File: src/rtl/or4_rr_arbiter.sv
// Four-requester round-robin arbiter with a bounded hold time per grant.
// ANY_REQ is a zero-latency OR of REQ; all grant outputs are registered.
module or4_rr_arbiter #(
  parameter int MAX_HOLD = 8,
  parameter int CNT_W    = 4
) (
  input  logic             CK,
  input  logic             RN,
  input  logic [3:0]       REQ,
  input  logic             DONE,
  output logic [3:0]       GNT,
  output logic             GNT_VLD,
  output logic [1:0]       GNT_ID,
  output logic             ANY_REQ,
  output logic             dbg_state,
  output logic [1:0]       dbg_pri,
  output logic [CNT_W-1:0] dbg_cnt
);

  typedef enum logic {IDLE = 1'b0, GRANT = 1'b1} state_t;

  localparam logic [CNT_W-1:0] CNT_MAX = CNT_W'(MAX_HOLD - 1);

  state_t           state_q, state_d;
  logic [1:0]       pri_q, pri_d;
  logic [1:0]       id_q, id_d;
  logic [CNT_W-1:0] cnt_q, cnt_d;
  logic [3:0]       gnt_q, gnt_d;
  logic             vld_q, vld_d;
  logic             rel;

  // Scan downwards so the lowest offset from pri (highest priority) wins.
  function automatic logic [1:0] pick(input logic [1:0] pri, input logic [3:0] req);
    logic [1:0] idx;
    pick = pri;
    for (int i = 3; i >= 0; i--) begin
      idx = pri + 2'(i);
      if (req[idx]) pick = idx;
    end
  endfunction

  assign ANY_REQ = |REQ;

  always_ff @(posedge CK or negedge RN) begin
    if (!RN) begin
      state_q <= IDLE;
      pri_q   <= 2'd0;
      id_q    <= 2'd0;
      cnt_q   <= '0;
      gnt_q   <= 4'b0000;
      vld_q   <= 1'b0;
    end else begin
      state_q <= state_d;
      pri_q   <= pri_d;
      id_q    <= id_d;
      cnt_q   <= cnt_d;
      gnt_q   <= gnt_d;
      vld_q   <= vld_d;
    end
  end

  always_comb begin
    state_d = state_q;
    pri_d   = pri_q;
    id_d    = id_q;
    cnt_d   = cnt_q;
    gnt_d   = gnt_q;
    vld_d   = vld_q;
    rel     = 1'b0;
    case (state_q)
      IDLE: begin
        if (ANY_REQ) begin
          state_d = GRANT;
          id_d    = pick(pri_q, REQ);
          gnt_d   = 4'b0001 << id_d;
          vld_d   = 1'b1;
          cnt_d   = '0;
        end
      end
      GRANT: begin
        rel = DONE || !REQ[id_q] || (cnt_q == CNT_MAX);
        if (rel) begin
          // Rotate past the releasing requester, then regrant on the same edge.
          pri_d = id_q + 2'd1;
          cnt_d = '0;
          if (ANY_REQ) begin
            id_d  = pick(pri_d, REQ);
            gnt_d = 4'b0001 << id_d;
          end else begin
            state_d = IDLE;
            gnt_d   = 4'b0000;
            vld_d   = 1'b0;
          end
        end else begin
          cnt_d = cnt_q + 1'b1;
        end
      end
      default: state_d = IDLE;
    endcase
  end

  assign GNT       = gnt_q;
  assign GNT_VLD   = vld_q;
  assign GNT_ID    = id_q;
  assign dbg_state = state_q;
  assign dbg_pri   = pri_q;
  assign dbg_cnt   = cnt_q;

endmodule

File: config.mk
export PLATFORM = sky130hd
export DESIGN_NAME = or4_rr_arbiter
export DESIGN_NICKNAME = d
export VERILOG_FILES = /design/src/rtl/or4_rr_arbiter.sv
export SDC_FILE = /design/constraint.sdc
export NUM_CORES = 1
export LEC_CHECK = 0
export ABC_AREA = 1
export BUFFER_PORTS_ARGS = -buffer_cell sky130_fd_sc_hd__clkbuf_2
export CORE_MARGIN = 4
export CORE_UTILIZATION = 40
export CTS_BUF_LIST = sky130_fd_sc_hd__clkbuf_8 sky130_fd_sc_hd__clkbuf_16
export DETAILED_ROUTE_END_ITERATION = 16
export HOLD_SLACK_MARGIN = 0.03
export PLACE_DENSITY_LB_ADDON = 0.15
export RECOVER_POWER = 50
export SLEW_MARGIN = 25
export SYNTH_ARGS = -nofsm -noshare
export SYNTH_HDL_FRONTEND = slang
export SYNTH_SLANG_ARGS = --single-unit
File: constraint.sdc
create_clock -name CK -period 3.15 [get_ports CK]
set_clock_uncertainty 0.15 [all_clocks]
set_input_delay 0.4725 -clock CK [delete_from_list [all_inputs] [get_ports CK]]
set_output_delay 0.4725 -clock CK [all_outputs]
set_load 0.005 [all_outputs]
# Word level (Yosys, flattened, before mapping)
# Index checks and enable logic that the tools add are counted.
# classes
n_addsub	8
n_lt_le_gt_ge	9
eq_ne	5
n_shift	2
muxes	49
bitwise	1
reduce_logical	8
# ops
op	count
2-bit two-way mux	16
2-bit by 3-bit < comparator with 1-bit output (second input constant)	9
4-bit two-way mux	5
1-bit binary-select mux with 2-bit select	9
4-bit one-hot mux with 2 select lines	2
1-bit two-way mux	14
2-bit adder (second input constant)	4
1-bit by 2-bit left shift with 4-bit output (first input constant)	2
2-bit by 1-bit adder with 2-bit output (second input constant)	3
2-bit != test (second input constant)	3
3-bit AND reduction	2
4-bit by 1-bit adder with 4-bit output (second input constant)	1
4-bit by 3-bit equality test with 1-bit output (second input constant)	1
1-bit one-hot mux with 2 select lines	2
2-bit one-hot mux with 2 select lines	1
2-bit AND reduction	2
4-bit OR reduction	1
1-bit logical OR	2
2-bit by 1-bit != test with 1-bit output (second input constant)	1
1-bit zero test	1
1-bit NOT	1
# word_totals
regBits	14
inputBits	7
elab_cells	88

# Logic depth before layout (Yosys ltp)
# Gate-level depths: netlist of run 1.
# depth
word_depth	15
depth_mapped	16

# Least setup slack after synthesis of run 1
# No wires, ideal clock.
# synth_path
path_type	in2reg
startpoint	input port REQ[2]
endpoint	register gnt_q[0] (netlist: GNT[0])
arrival_ns	1.410
required_ns	2.884
slack_ns	1.474
path_stages	6
path_buffers	0
path_cell_list	nor4_4 inv_4 a21oi_4 inv_2 nand2_1 nand2_1
# synth_via
elab_cells_between_ends	44
cone_classes	eq/ne: 2; shift: 2; mux: 35; reduce/logical: 5
# synth_lines
element	line_no	source
start: declaration	9	input logic [3:0] REQ,
4-bit OR reduction *	42	assign ANY_REQ = |REQ;
via ANY_REQ	14	output logic ANY_REQ,
4-bit two-way mux	86	if (ANY_REQ) begin
4-bit two-way mux	82	if (rel) begin
4-bit one-hot mux with 2 select lines	70	case (state_q)
end signal: assignment	57	gnt_q <= gnt_d;
end: declaration	28	logic [3:0] gnt_q, gnt_d;
# The timed path passes the listed nets; every way through them passes the cells marked *. The select of a mux whose other input is x is not followed.
# A chain may end at the register's enable or synchronous reset.

# Worst setup path in the final report of run 1
# layout_path
startpoint	input port REQ[2]
endpoint	output port ANY_REQ
# layout_via
elab_chain_len	1
# layout_lines
element	line_no
4-bit OR reduction	42
end: declaration	14
# Every way passes these cells.

==> Implementation_results.wiki, run 1 <==
{| class="wikitable"
! Metric !! Value
|-
| Result of the run || finished clean
|-
| Post-route clock period utilization || 0.679
|-
| Max-Cap Viols || 0
|-
| Number of placement rows || 19
|-
| Number of DRC markers after the initial detailed-route iteration || between 50 and 60
|-
| Placed wire-length estimate || between 2 and 2.5 mm
|-
| Max Freq || around 470 MHz
|-
| Post-detailed-route count of antenna-violating nets || 0
|-
| Hold slack final || 0.333 ns
|-
| Quantity of I/O buffers inserted on ports || 21
|-
| Average cell area after synthesis || 6.54 um^2
|-
| Number of diodes added for antenna fixing || 0
|-
| Worst EP arrival || 1.52 ns
|-
| Crit. Startpoint || REQ[2]
|-
| Remaining design rule violation count || 0
|-
| Setup repair after global routing missed its margin || false
|-
| First-pass GRT wire length || around 4.5 mm
|-
| Clock net sink count || 14
|-
| Count of non-filler cells in the finished layout || ~230
|-
| Depth of the worst register-to-register path || 13
|-
| PD cells || 1100 mW/mm^2
|-
| Type of the worst setup path || primary input to output pin
|-
| Clock buffer count from CTS || 3
|-
| Vias in the first global route || approximately 1,100
|-
| Starting density of the core || 0.420
|-
| Total stage count of the critical path || 4
|-
| Largest net degree at the start of global routing || 15
|-
| Number of enable flip-flop cells after synthesis || 0
|-
| Final count of pins violating max slew || 0
|-
| Period minus WS final || 2.14 ns
|-
| Antenna violations before repair || 0
|-
| Largest fanout on the critical path || 9
|-
| CP Capture Point || ANY_REQ
|-
| Number of detailed-route iterations in the first pass || 4
|-
| Chip Width || roughly 62 um
|-
| Min-delay worst type || flop to flop
|-
| Total gr overflow || 0
|-
| Slowest-stage cell, CP || sky130_fd_sc_hd__nor4_4
|-
| Worst path cell trace || clkbuf_2 > nor4_4 > inv_4 > clkbuf_2
|-
| Dominant register cell in the synthesized netlist || sky130_fd_sc_hd__dfrtp_1
|-
| Kind of start point of the critical path || primary input
|-
| Final WS setup || ~1.0 ns
|-
| Kind of cell adding the most delay to the critical path || simple AND/OR/NAND/NOR gates
|-
| Number of filler cells placed in the layout || around 300
|-
| Maximum level of the CTS H-tree || 1
|-
| Clock buffer depth || 2
|-
| Number of placed instances with taps included || between 200 and 250
|-
| Number of vias after detailed routing || roughly 1,200
|-
| Yosys synthesis warning count || 0
|-
| Core Footprint || 0.00276 mm^2
|-
| Die Y-Extent || ~60 um
|-
| Die Outline Area || 0.00382 mm^2
|-
| Area occupied by multi-input gates || 698 um^2
|-
| Vias per inst || ~5.0
|-
| Post-Syn Nets || about 190
|-
| Layout-stage area growth over the synthesis result || 14.7%
|-
| Number of storage elements in the synthesis netlist || 14
|-
| Most frequent cells in the layout || sky130_fd_sc_hd__nand2_1 (74), sky130_fd_sc_hd__dfrtp_1 (14), sky130_fd_sc_hd__clkbuf_2 (14), sky130_fd_sc_hd__inv_1 (13), sky130_fd_sc_hd__nand2_2 (13)
|-
| Sequential area share after synthesis || 0.303
|-
| Terminus of the critical flop-to-flop path || GNT[1]$_DFFE_PN0P_
|-
| Cell leakage power || ~0.73 nW
|-
| Number of setup buffers added after CTS || 0
|-
| Clock slew seen by the registers of the worst setup and hold paths || 0.06 ns
|-
| Highest cell delay on the worst timing path || roughly 0.65 ns
|-
| Root Driver || sky130_fd_sc_hd__clkbuf_8
|-
| Worst setup timing slack at the placement stage || ~0.98 ns
|-
| Final WL || around 2.7 mm
|-
| CTS tree || built
|-
| Net count of the finished layout || between 200 and 250
|-
| Post-synthesis cell count || around 180
|-
| Fraction of layout cells with a size suffix above 1 || 0.220
|-
| Required time at the worst-slack endpoint || 2.53 ns
|-
| Clk Latency, worst-skew pair || roughly 0.24 ns
|-
| Hold Fails Final Rpt || 0
|-
| Most frequent cell on the critical path || sky130_fd_sc_hd__clkbuf_2
|-
| Worst R2R Start || dbg_pri[0]$_DFFE_PN0P_
|-
| I/O Pins || 22
|-
| Worst slew pin tran || between 0.7 and 0.8 ns
|-
| Post-synthesis instance area || between 0.001 and 0.0015 mm^2
|-
| Routability cong. || between 0.8 and 0.9
|-
| Async SR Flop Fraction || 1.00
|-
| Setup TNS Final || 0 ns
|-
| Crit path buf inv count || 3
|-
| Overall track demand over capacity in global routing || 0.157
|-
| Leading cell type in the layout, fill and taps excluded || sky130_fd_sc_hd__nand2_1
|-
| Slew HR || 0.507
|-
| R2R Setup Slk || ~1.1 ns
|-
| Library cells used by synthesis || 27
|-
| Crit. End Element || output pin
|-
| Area taken by flip-flops and latches || ~350 um^2
|-
| Avg WL per Cell || ~12 um
|-
| Final setup violation count || 0
|-
| Worst supply voltage drop on vdd || approximately 0.71 mV
|}
-- where the power goes --
group          total [mW]  internal [mW]  leakage [nW]  switching (mW)
Sequential          0.339          0.241         0.176          0.0986
Combinational       0.943          0.337         0.523           0.606
Clock               0.175          0.111        0.0288          0.0647
-- worst reg2reg max path: cells and delay by family, from the launching register on --
family                 cells  cell delay (ns)
AOI/OAI and AO/OA          1             0.23
and+or+nand+nor           10             0.70
buffers and inverters      2             0.23
DFF                        1             0.62
-- cell families (layout without fill, tap and decap cells) --
family,Yosys count,after routing,synth area share
compound gates,20,20,0.109
flops,14,14,0.303
xor+xnor,3,3,0.0227
buf+inv,22,45,0.0941
simple gates,117,117,0.461
fa+ha+maj,1,1,0.0108
-- worst min-delay path by stage --
stage | startpoint | end | slack [ns] | cells past startpoint
6_report | GNT[1]$_DFFE_PN0P_ | GNT[1]$_DFFE_PN0P_ | 0.33 | 2
5_1_grt | GNT[1]$_DFFE_PN0P_ | GNT[1]$_DFFE_PN0P_ | 0.36 | 2
4_1_cts | GNT[1]$_DFFE_PN0P_ | GNT[1]$_DFFE_PN0P_ | 0.34 | 2
3_5_place_dp | RN | GNT[1]$_DFFE_PN0P_ | 0.25 | 1
3_3_place_gp | RN | GNT[1]$_DFFE_PN0P_ | 0.24 | 1
2_1_floorplan | RN | GNT[0]$_DFFE_PN0P_ | 0.03 | 0
-- synthesized netlist by cell type, types with 2 or more instances --
cell	count	share of area
sky130_fd_sc_hd__a21oi_1	3	0.013
sky130_fd_sc_hd__a32o_1	2	0.017
sky130_fd_sc_hd__buf_6	2	0.019
sky130_fd_sc_hd__dfrtp_1	14	0.30
sky130_fd_sc_hd__inv_1	13	0.042
sky130_fd_sc_hd__inv_2	4	0.013
sky130_fd_sc_hd__nand2_1	74	0.24
sky130_fd_sc_hd__nand2_2	13	0.070
sky130_fd_sc_hd__nand3_1	11	0.048
sky130_fd_sc_hd__nand4_1	4	0.022
sky130_fd_sc_hd__nor2_1	9	0.029
sky130_fd_sc_hd__nor2_2	2	0.011
sky130_fd_sc_hd__o21ai_0	6	0.026
sky130_fd_sc_hd__o21ai_1	6	0.026
sky130_fd_sc_hd__xor2_1	2	0.015
-- metrics by stage --
| step | total power [mW] | utilization | area (um^2) |
|---|---|---|---|
| floorplan | 1.10 | - | 1160 |
| global placement | 1.27 | 0.461 | 1270 |
| detailed placement | 1.29 | 0.461 | 1270 |
| CTS | 1.47 | 0.485 | 1340 |
| global route | 1.63 | 0.481 | 1330 |
| finish | 1.46 | 0.481 | 1330 |
-- repair_timing --
action                    4_1_cts  5_1_grt
gates resized for setup         0        0
hold buffers                    1        0
hold endpoints to repair       14        0
-- sequential cells by signal, summed over array words and instances, names as in the netlist --
signal and flops:
GNT 4, dbg_cnt 4, dbg_state 1, GNT_ID 2, dbg_pri 2, GNT_VLD 1
-- per-layer routing --
layer  global-route usage  up-vias  wire (um)
li1                     -      616          -
met1                0.194      523       1260
met2                0.272       20       1320
met3               0.0248        2         91
met4               0.0606        0         10
met5                    0        -          0
-- final cells by class --
class                           count  share of cell area
Clock buffer                        4              0.0415
Inverter                           19              0.0594
Multi-Input combinational cell    141               0.526
Sequential cell                    14               0.264
Tap cell                           31              0.0292
Timing Repair Buffer               22              0.0801
No activity file was read; power rests on OpenSTA's default activity.
==> inputs of run 2 (changes only) <==
ABC_AREA = 0   (was 1)
clock period = 2.2 ns   (was 3.15 ns; I/O delays follow)
==> Implementation_results.wiki, run 2 <==
{| class="wikitable"
! Metric !! Value
|-
| Crit. End Element || flop (was output pin)
|-
| Final WL || 2.32 mm (was 2.69 mm)
|-
| Routability cong. || 0.777 (was 0.862)
|-
| Fraction of layout cells with a size suffix above 1 || 0.276 (was 0.220)
|-
| Placed standard-cell area || 0.00111 mm^2 (was 0.00127 mm^2)
|-
| Core Footprint || 0.00230 mm^2 (was 0.00276 mm^2)
|-
| Vias in the first global route || 843 (was 1,087)
|-
| Placed wire-length estimate || 1.77 mm (was 2.12 mm)
|-
| Highest cell delay on the worst timing path || 0.58 ns (was 0.65 ns)
|-
| Depth of the worst register-to-register path || 5 (was 13)
|-
| Max-Cap Viols || 0 (unchanged)
|-
| Vias per inst || 5.59 (was 5.03)
|-
| First-pass GRT wire length || 3.97 mm (was 4.53 mm)
|-
| Largest fanout on the critical path || 9 (unchanged)
|-
| Count of non-filler cells in the finished layout || 155 (was 231)
|-
| Portion of synthesized cell area occupied by the leading cell type || 0.350 (was 0.303)
|-
| Clk Latency, worst-skew pair || 0.25 ns (was 0.24 ns)
|-
| Period minus WS final || 1.97 ns
|-
| Net count of the finished layout || 136 (was 209)
|-
| Die Y-Extent || 58.0 um (was 61.8 um)
|-
| Number of placed instances with taps included || 150 (was 226)
|-
| Area occupied by multi-input gates || 562 um^2 (was 698 um^2)
|-
| Die Outline Area || 0.00337 mm^2 (was 0.00382 mm^2)
|-
| Total Power || 1.33 mW (was 1.46 mW)
|-
| Setup TNS Final || 0 ns (unchanged)
|-
| Clock buffer depth || 2 (unchanged)
|-
| Post-detailed-route count of antenna-violating nets || 0 (unchanged)
|-
| Leading cell type in the layout, fill and taps excluded || sky130_fd_sc_hd__clkbuf_2 (was sky130_fd_sc_hd__nand2_1)
|-
| Post-synthesis cell count || 106 (was 177)
|-
| Worst setup timing slack at the placement stage || 0.218 ns (was 0.982 ns)
|-
| CTS tree || built (unchanged)
|-
| Overall track demand over capacity in global routing || 0.156 (was 0.157)
|-
| Area taken by flip-flops and latches || 350 um^2 (unchanged)
|-
| I/O Pins || 22 (unchanged)
|-
| Async SR Flop Fraction || 1.00 (unchanged)
|-
| Root Driver || sky130_fd_sc_hd__clkbuf_8 (unchanged)
|-
| Number of filler cells placed in the layout || 232 (was 295)
|-
| Library cells used by synthesis || 45 (was 27)
|-
| Number of placement rows || 17 (was 19)
|-
| Number of detailed-route iterations in the first pass || 4 (unchanged)
|-
| Number of vias after detailed routing || 867 (was 1,161)
|-
| Post-synthesis instance area || 0.00100 mm^2 (was 0.00116 mm^2)
|-
| PD cells || 1150 mW/mm^2 (was 1100 mW/mm^2)
|-
| Number of diodes added for antenna fixing || 0 (unchanged)
|-
| Worst EP arrival || 1.96 ns (was 1.52 ns)
|-
| Hold slack final || 0.348 ns (was 0.333 ns)
|-
| Maximum level of the CTS H-tree || 1 (unchanged)
|-
| Kind of cell adding the most delay to the critical path || multiplexers (was simple AND/OR/NAND/NOR gates)
|-
| Chip Width || 58.0 um (was 61.8 um)
|-
| Min-delay worst type || primary input to flop (was flop to flop)
|-
| Terminus of the critical flop-to-flop path || GNT[3]$_DFFE_PN0P_ (was GNT[1]$_DFFE_PN0P_)
|-
| Worst slew pin tran || 0.752 ns (was 0.740 ns)
|-
| Cell types with the largest area share after synthesis || sky130_fd_sc_hd__dfrtp_1 (35%), sky130_fd_sc_hd__nor2b_1 (3.8%), sky130_fd_sc_hd__nand2_1 (3.4%) (was sky130_fd_sc_hd__dfrtp_1 (30%), sky130_fd_sc_hd__nand2_1 (24%), sky130_fd_sc_hd__nand2_2 (7.0%))
|-
| Total gr overflow || 0 (unchanged)
|-
| Average cell area after synthesis || 9.44 um^2 (was 6.54 um^2)
|-
| Type of the worst setup path || flop to flop (was primary input to output pin)
|-
| Cell leakage power || 0.510 nW (was 0.728 nW)
|-
| Largest net degree at the start of global routing || 15 (unchanged)
|-
| Worst supply voltage drop on vdd || 0.583 mV (was 0.709 mV)
|-
| Clock buffer count from CTS || 3 (unchanged)
|-
| Remaining design rule violation count || 0 (unchanged)
|-
| Antenna violations before repair || 0 (unchanged)
|-
| Slew HR || 0.499 (was 0.507)
|-
| Final WS setup || 0.234 ns (was 1.01 ns)
|-
| Worst path cell trace || mux4_2 > and4_4 > nor2_8 > o21ai_2 > o22a_1 (was clkbuf_2 > nor4_4 > inv_4 > clkbuf_2)
|-
| Dominant register cell in the synthesized netlist || sky130_fd_sc_hd__dfrtp_1 (unchanged)
|-
| Quantity of I/O buffers inserted on ports || 21 (unchanged)
|-
| Most frequent cells in the layout || sky130_fd_sc_hd__clkbuf_2 (17), sky130_fd_sc_hd__dfrtp_1 (14), sky130_fd_sc_hd__nand2_1 (9), sky130_fd_sc_hd__nor2_1 (9) (was sky130_fd_sc_hd__nand2_1 (74), sky130_fd_sc_hd__dfrtp_1 (14), sky130_fd_sc_hd__clkbuf_2 (14), sky130_fd_sc_hd__inv_1 (13), sky130_fd_sc_hd__nand2_2 (13))
|-
| Top-count cell post-synth || sky130_fd_sc_hd__dfrtp_1 (was sky130_fd_sc_hd__nand2_1)
|-
| Starting density of the core || 0.436 (was 0.420)
|-
| R2R Setup Slk || 0.23 ns (was 1.11 ns)
|-
| Final count of pins violating max slew || 0 (unchanged)
|-
| Post-Syn Nets || 114 (was 185)
|-
| Layout-stage area growth over the synthesis result || 15.3% (was 14.7%)
|-
| Avg WL per Cell || 15.0 um (was 11.6 um)
|-
| Crit. Startpoint || GNT_ID[0]$_DFFE_PN0P_ (was REQ[2])
|-
| Leading area contributor after synthesis || sky130_fd_sc_hd__dfrtp_1 (unchanged)
|-
| CP Capture Point || GNT[3]$_DFFE_PN0P_ (was ANY_REQ)
|-
| Hold Fails Final Rpt || 0 (unchanged)
|-
| Number of DRC markers after the initial detailed-route iteration || 24 (was 52)
|-
| Kind of start point of the critical path || flop (was primary input)
|-
| Result of the run || finished clean (unchanged)
|-
| Setup repair after global routing missed its margin || false (unchanged)
|-
| Max Freq || around 500 MHz
|-
| Worst R2R Start || GNT_ID[0]$_DFFE_PN0P_ (was dbg_pri[0]$_DFFE_PN0P_)
|-
| Commonest cells in the netlist || sky130_fd_sc_hd__dfrtp_1 (14), sky130_fd_sc_hd__nand2_1 (9), sky130_fd_sc_hd__nor2_1 (9) (was sky130_fd_sc_hd__nand2_1 (74), sky130_fd_sc_hd__dfrtp_1 (14), sky130_fd_sc_hd__inv_1 (13), sky130_fd_sc_hd__nand2_2 (13), sky130_fd_sc_hd__nand3_1 (11))
|-
| Number of enable flip-flop cells after synthesis || 0 (unchanged)
|-
| Post-layout utilization of the core || 0.502 (was 0.481)
|-
| Number of storage elements in the synthesis netlist || 14 (unchanged)
|-
| Total stage count of the critical path || 5 (was 4)
|-
| Required time at the worst-slack endpoint || 2.19 ns (was 2.53 ns)
|-
| Slowest-stage cell, CP || sky130_fd_sc_hd__mux4_2 (was sky130_fd_sc_hd__nor4_4)
|-
| Area of all placed cells without fillers || 0.00115 mm^2 (was 0.00133 mm^2)
|-
| Final setup violation count || 0 (unchanged)
|-
| Crit path buf inv count || 0 (was 3)
|-
| Sequential area share after synthesis || 0.350 (was 0.303)
|-
| Clock net sink count || 14 (unchanged)
|-
| Post-route clock period utilization || 0.894
|-
| Yosys synthesis warning count || 0 (unchanged)
|-
| Clock slew seen by the registers of the worst setup and hold paths || 0.06 ns (about the same)
|}
run 2: changes by cell type in the layout (fill, tap and decap cells not counted), moves of 4 or more:
cell,delta
sky130_fd_sc_hd__nand2_1,-65
sky130_fd_sc_hd__nand2_2,-13
sky130_fd_sc_hd__nand3_1,-11
sky130_fd_sc_hd__inv_1,-9
sky130_fd_sc_hd__nor2b_1,+6
sky130_fd_sc_hd__o21ai_1,-5
sky130_fd_sc_hd__a31oi_1,+4
run 2: timing repair:
item / CTS / global route
hold buffers: 1 / 0
resized for setup: 0 / 0
hold endpoints to repair: 14 / 0
buffers inserted: 0 / 0
run 2: power breakdown:
part | internal, mW | switching (mW)
Combinational | 0.309 | 0.291
Clock | 0.159 | 0.0965
Sequential | 0.347 | 0.129
Total | 0.815 | 0.516
run 2: logic make-up (layout without fill, tap and decap cells):
| group | Yosys count | in the layout | share of synthesized area |
|---|---|---|---|
| AND/OR/NAND/NOR | 40 | 40 | 0.249 |
| AO/OA/AOI/OAI | 34 | 34 | 0.263 |
| flip-flops | 14 | 14 | 0.350 |
| buffers and inverters | 13 | 34 | 0.0737 |
| multiplexers | 3 | 3 | 0.0437 |
| adder cells (fa/ha/maj) | 1 | 1 | 0.0125 |
| XOR/XNOR | 1 | 1 | 0.00875 |
run 2: how the worst min path moves through the flow:
| stage | startpoint | to | slack, ns | cells after the start |
|---|---|---|---|---|
| after floorplan | RN | GNT[0]$_DFFE_PN0P_ | -0.12 | 0 |
| after global placement | RN | dbg_pri[0]$_DFFE_PN0P_ | 0.1 | 1 |
| after detailed placement | RN | dbg_pri[0]$_DFFE_PN0P_ | 0.10 | 1 |
| after CTS | DONE | dbg_cnt[0]$_DFFE_PN0P_ | 0.34 | 4 |
| after global routing | DONE | dbg_cnt[0]$_DFFE_PN0P_ | 0.39 | 4 |
| final | DONE | dbg_cnt[0]$_DFFE_PN0P_ | 0.35 | 4 |
run 2: layout make-up:
| type | instances | area share |
|---|---|---|
| tap | 28 | 0.0304 |
| sequential | 14 | 0.304 |
| clock buffer | 4 | 0.0477 |
| timing repair buffer | 25 | 0.115 |
| inverter | 5 | 0.0163 |
| multi-input combinational | 79 | 0.487 |
run 2: layer usage:
metal  up-vias  routed length (um)  GRT usage
met5         -                   0          0
met4         0                  29     0.0497
met3         5                 111     0.0490
met2        21                1090      0.242
met1       409                1100      0.205
li1        432                   -          -
run 2: worst min-delay path: stages:
cell and delay [ns]:
sky130_fd_sc_hd__clkbuf_2 0.08, sky130_fd_sc_hd__inv_1 0.05, sky130_fd_sc_hd__nand4_1 0.14, sky130_fd_sc_hd__o21ai_0 0.10
==> inputs of run 3 (changes only) <==
CTS_BUF_LIST = sky130_fd_sc_hd__clkbuf_8   (was sky130_fd_sc_hd__clkbuf_8 sky130_fd_sc_hd__clkbuf_16)
PLACE_DENSITY_LB_ADDON = 0.12   (was 0.15)
==> Implementation_results.wiki, run 3 (same netlist as run 2, synthesis figures left out) <==
{| class="wikitable"
! Metric !! Value
|-
| Remaining design rule violation count || 0 (unchanged)
|-
| Vias per inst || 5.62 (was 5.59)
|-
| Number of placement rows || 17 (unchanged)
|-
| Cell leakage power || 0.496 nW (was 0.510 nW)
|-
| Slowest-stage cell, CP || sky130_fd_sc_hd__mux4_2 (unchanged)
|-
| Most frequent cells in the layout || sky130_fd_sc_hd__clkbuf_2 (15), sky130_fd_sc_hd__dfrtp_1 (14), sky130_fd_sc_hd__nand2_1 (9), sky130_fd_sc_hd__nor2_1 (9) (was sky130_fd_sc_hd__clkbuf_2 (17), sky130_fd_sc_hd__dfrtp_1 (14), sky130_fd_sc_hd__nand2_1 (9), sky130_fd_sc_hd__nor2_1 (9))
|-
| Antenna violations before repair || 0 (unchanged)
|-
| Max-Cap Viols || 0 (unchanged)
|-
| Maximum level of the CTS H-tree || 1 (unchanged)
|-
| Starting density of the core || 0.436 (unchanged)
|-
| Highest cell delay on the worst timing path || 0.58 ns (about the same)
|-
| Placed wire-length estimate || 1.76 mm (was 1.77 mm)
|-
| Worst path cell trace || mux4_2 > and4_4 > nor2_8 > o21ai_2 > o22a_1 (unchanged)
|-
| Count of non-filler cells in the finished layout || 154 (was 155)
|-
| I/O Pins || 22 (unchanged)
|-
| Fraction of layout cells with a size suffix above 1 || 0.254 (was 0.276)
|-
| Number of DRC markers after the initial detailed-route iteration || 20 (was 24)
|-
| Core Footprint || 0.00230 mm^2 (unchanged)
|-
| Worst setup timing slack at the placement stage || 0.244 ns (was 0.218 ns)
|-
| Post-cts repair resize count || 0 (unchanged)
|-
| Worst slew pin tran || 0.782 ns (was 0.752 ns)
|-
| Total Power || 1.27 mW (was 1.33 mW)
|-
| Period minus WS final || 1.95 ns (was 1.97 ns)
|-
| Number of vias after detailed routing || 866 (was 867)
|-
| Final WL || 2.24 mm (was 2.32 mm)
|-
| Largest fanout on the critical path || 9 (unchanged)
|-
| Crit. End Element || flop (unchanged)
|-
| Quantity of I/O buffers inserted on ports || 21 (unchanged)
|-
| First-pass GRT wire length || 3.82 mm (was 3.97 mm)
|-
| Worst EP arrival || 1.93 ns (was 1.96 ns)
|-
| Die Outline Area || 0.00337 mm^2 (unchanged)
|-
| Result of the run || finished clean (unchanged)
|-
| Worst supply voltage drop on vdd || 0.675 mV (was 0.583 mV)
|-
| Clock net sink count || 14 (unchanged)
|-
| Post-route clock period utilization || 0.887 (was 0.894)
|-
| Number of placed instances with taps included || 150 (unchanged)
|-
| Kind of start point of the critical path || flop (unchanged)
|-
| Vias in the first global route || 769 (was 843)
|-
| Clock slew seen by the registers of the worst setup and hold paths || 0.05 ns (was 0.06 ns)
|-
| Total gr overflow || 0 (unchanged)
|-
| Largest net degree at the start of global routing || 15 (unchanged)
|-
| Final WS setup || 0.249 ns (was 0.234 ns)
|-
| PD cells || 1110 mW/mm^2 (was 1150 mW/mm^2)
|-
| Clock buffer count from CTS || 3 (unchanged)
|-
| Leading cell type in the layout, fill and taps excluded || sky130_fd_sc_hd__clkbuf_2 (unchanged)
|-
| Slew HR || 0.479 (was 0.499)
|-
| Final setup violation count || 0 (unchanged)
|-
| Hold Fails Final Rpt || 0 (unchanged)
|-
| Setup TNS Final || 0 ns (unchanged)
|-
| Clk Latency, worst-skew pair || 0.24 ns (was 0.25 ns)
|-
| Clock buffer depth || 2 (unchanged)
|-
| Number of diodes added for antenna fixing || 0 (unchanged)
|-
| Final count of pins violating max slew || 0 (unchanged)
|-
| Max Freq || 513 MHz (was 509 MHz)
|-
| Die Y-Extent || 58.0 um (unchanged)
|-
| Post-detailed-route count of antenna-violating nets || 0 (unchanged)
|-
| Number of filler cells placed in the layout || 223 (was 232)
|-
| Root Driver || sky130_fd_sc_hd__clkbuf_8 (unchanged)
|-
| CTS tree || built (unchanged)
|-
| Type of the worst setup path || flop to flop (unchanged)
|-
| Hold slack final || 0.322 ns (was 0.348 ns)
|-
| Setup repair after global routing missed its margin || false (unchanged)
|-
| Routability cong. || 0.754 (was 0.777)
|-
| Min-delay worst type || primary input to flop (unchanged)
|-
| Area taken by flip-flops and latches || 350 um^2 (unchanged)
|-
| Required time at the worst-slack endpoint || 2.18 ns (was 2.19 ns)
|-
| Overall track demand over capacity in global routing || 0.148 (was 0.156)
|-
| Net count of the finished layout || 136 (unchanged)
|-
| Area occupied by multi-input gates || 562 um^2 (unchanged)
|-
| Layout-stage area growth over the synthesis result || 13.6% (was 15.3%)
|-
| Avg WL per Cell || 14.5 um (was 15.0 um)
|-
| Number of detailed-route iterations in the first pass || 4 (unchanged)
|-
| Chip Width || 58.0 um (unchanged)
|}
==> run 3: what timing repair did <==
| action | 4_1_cts | 5_1_grt |
|---|---|---|
| hold endpoints to repair | 14 | 0 |
| hold buffers | 1 | 0 |
| buffers inserted | 0 | 0 |
==> run 3: routing by layer <==
layer / up-vias / routed length, um / global-route usage
li1: 432 / - / -
met1: 412 / 1120 / 0.213
met2: 17 / 988 / 0.210
met3: 5 / 113 / 0.0512
met4: 0 / 21 / 0.0397
met5: - / 0 / 0
==> run 3: path summary, 6_finish.rpt <==
check,end,slack (ns),startpoint,depth (start not counted)
max in group asynchronous,GNT[2]$_DFFE_PN0P_,0.88,RN,2
max reg2reg,GNT[3]$_DFFE_PN0P_,0.25,GNT_ID[0]$_DFFE_PN0P_,5
min in group asynchronous,dbg_pri[0]$_DFFE_PN0P_,0.53,RN,2
min reg2reg,dbg_cnt[3]$_DFFE_PN0P_,0.36,dbg_cnt[3]$_DFFE_PN0P_,1
max,GNT[3]$_DFFE_PN0P_,0.25,GNT_ID[0]$_DFFE_PN0P_,5
min,dbg_cnt[0]$_DFFE_PN0P_,0.32,DONE,4
==> run 3: per-stage QoR <==
stage	area, um^2	utilization
after floorplan	1000	-
after global placement	1110	0.483
after detailed placement	1110	0.483
after CTS	1160	0.505
after global routing	1140	0.495
final	1140	0.495
==> run 3: area by class of cell <==
| cell class | count | share of cell area |
|---|---|---|
| well taps | 28 | 0.0308 |
| inverters | 5 | 0.0165 |
| multi-input cells | 79 | 0.494 |
| flip-flops and latches | 14 | 0.308 |
| repair buffers | 25 | 0.114 |
| clock buffers | 3 | 0.0363 |
==> run 3: critical path: cells and delay by family, from the launching register on <==
kind            cells  cell delay, ns
compound gates      2            0.23
flops               1            0.49
mux                 1            0.58
simple gates        2            0.40
==> run 3: power by group <==
group | leakage [nW] | switching [mW] | total (mW) | internal [mW]
logic | 0.303 | 0.286 | 0.592 | 0.305
registers | 0.172 | 0.127 | 0.475 | 0.347
clock network | 0.0216 | 0.0806 | 0.201 | 0.121
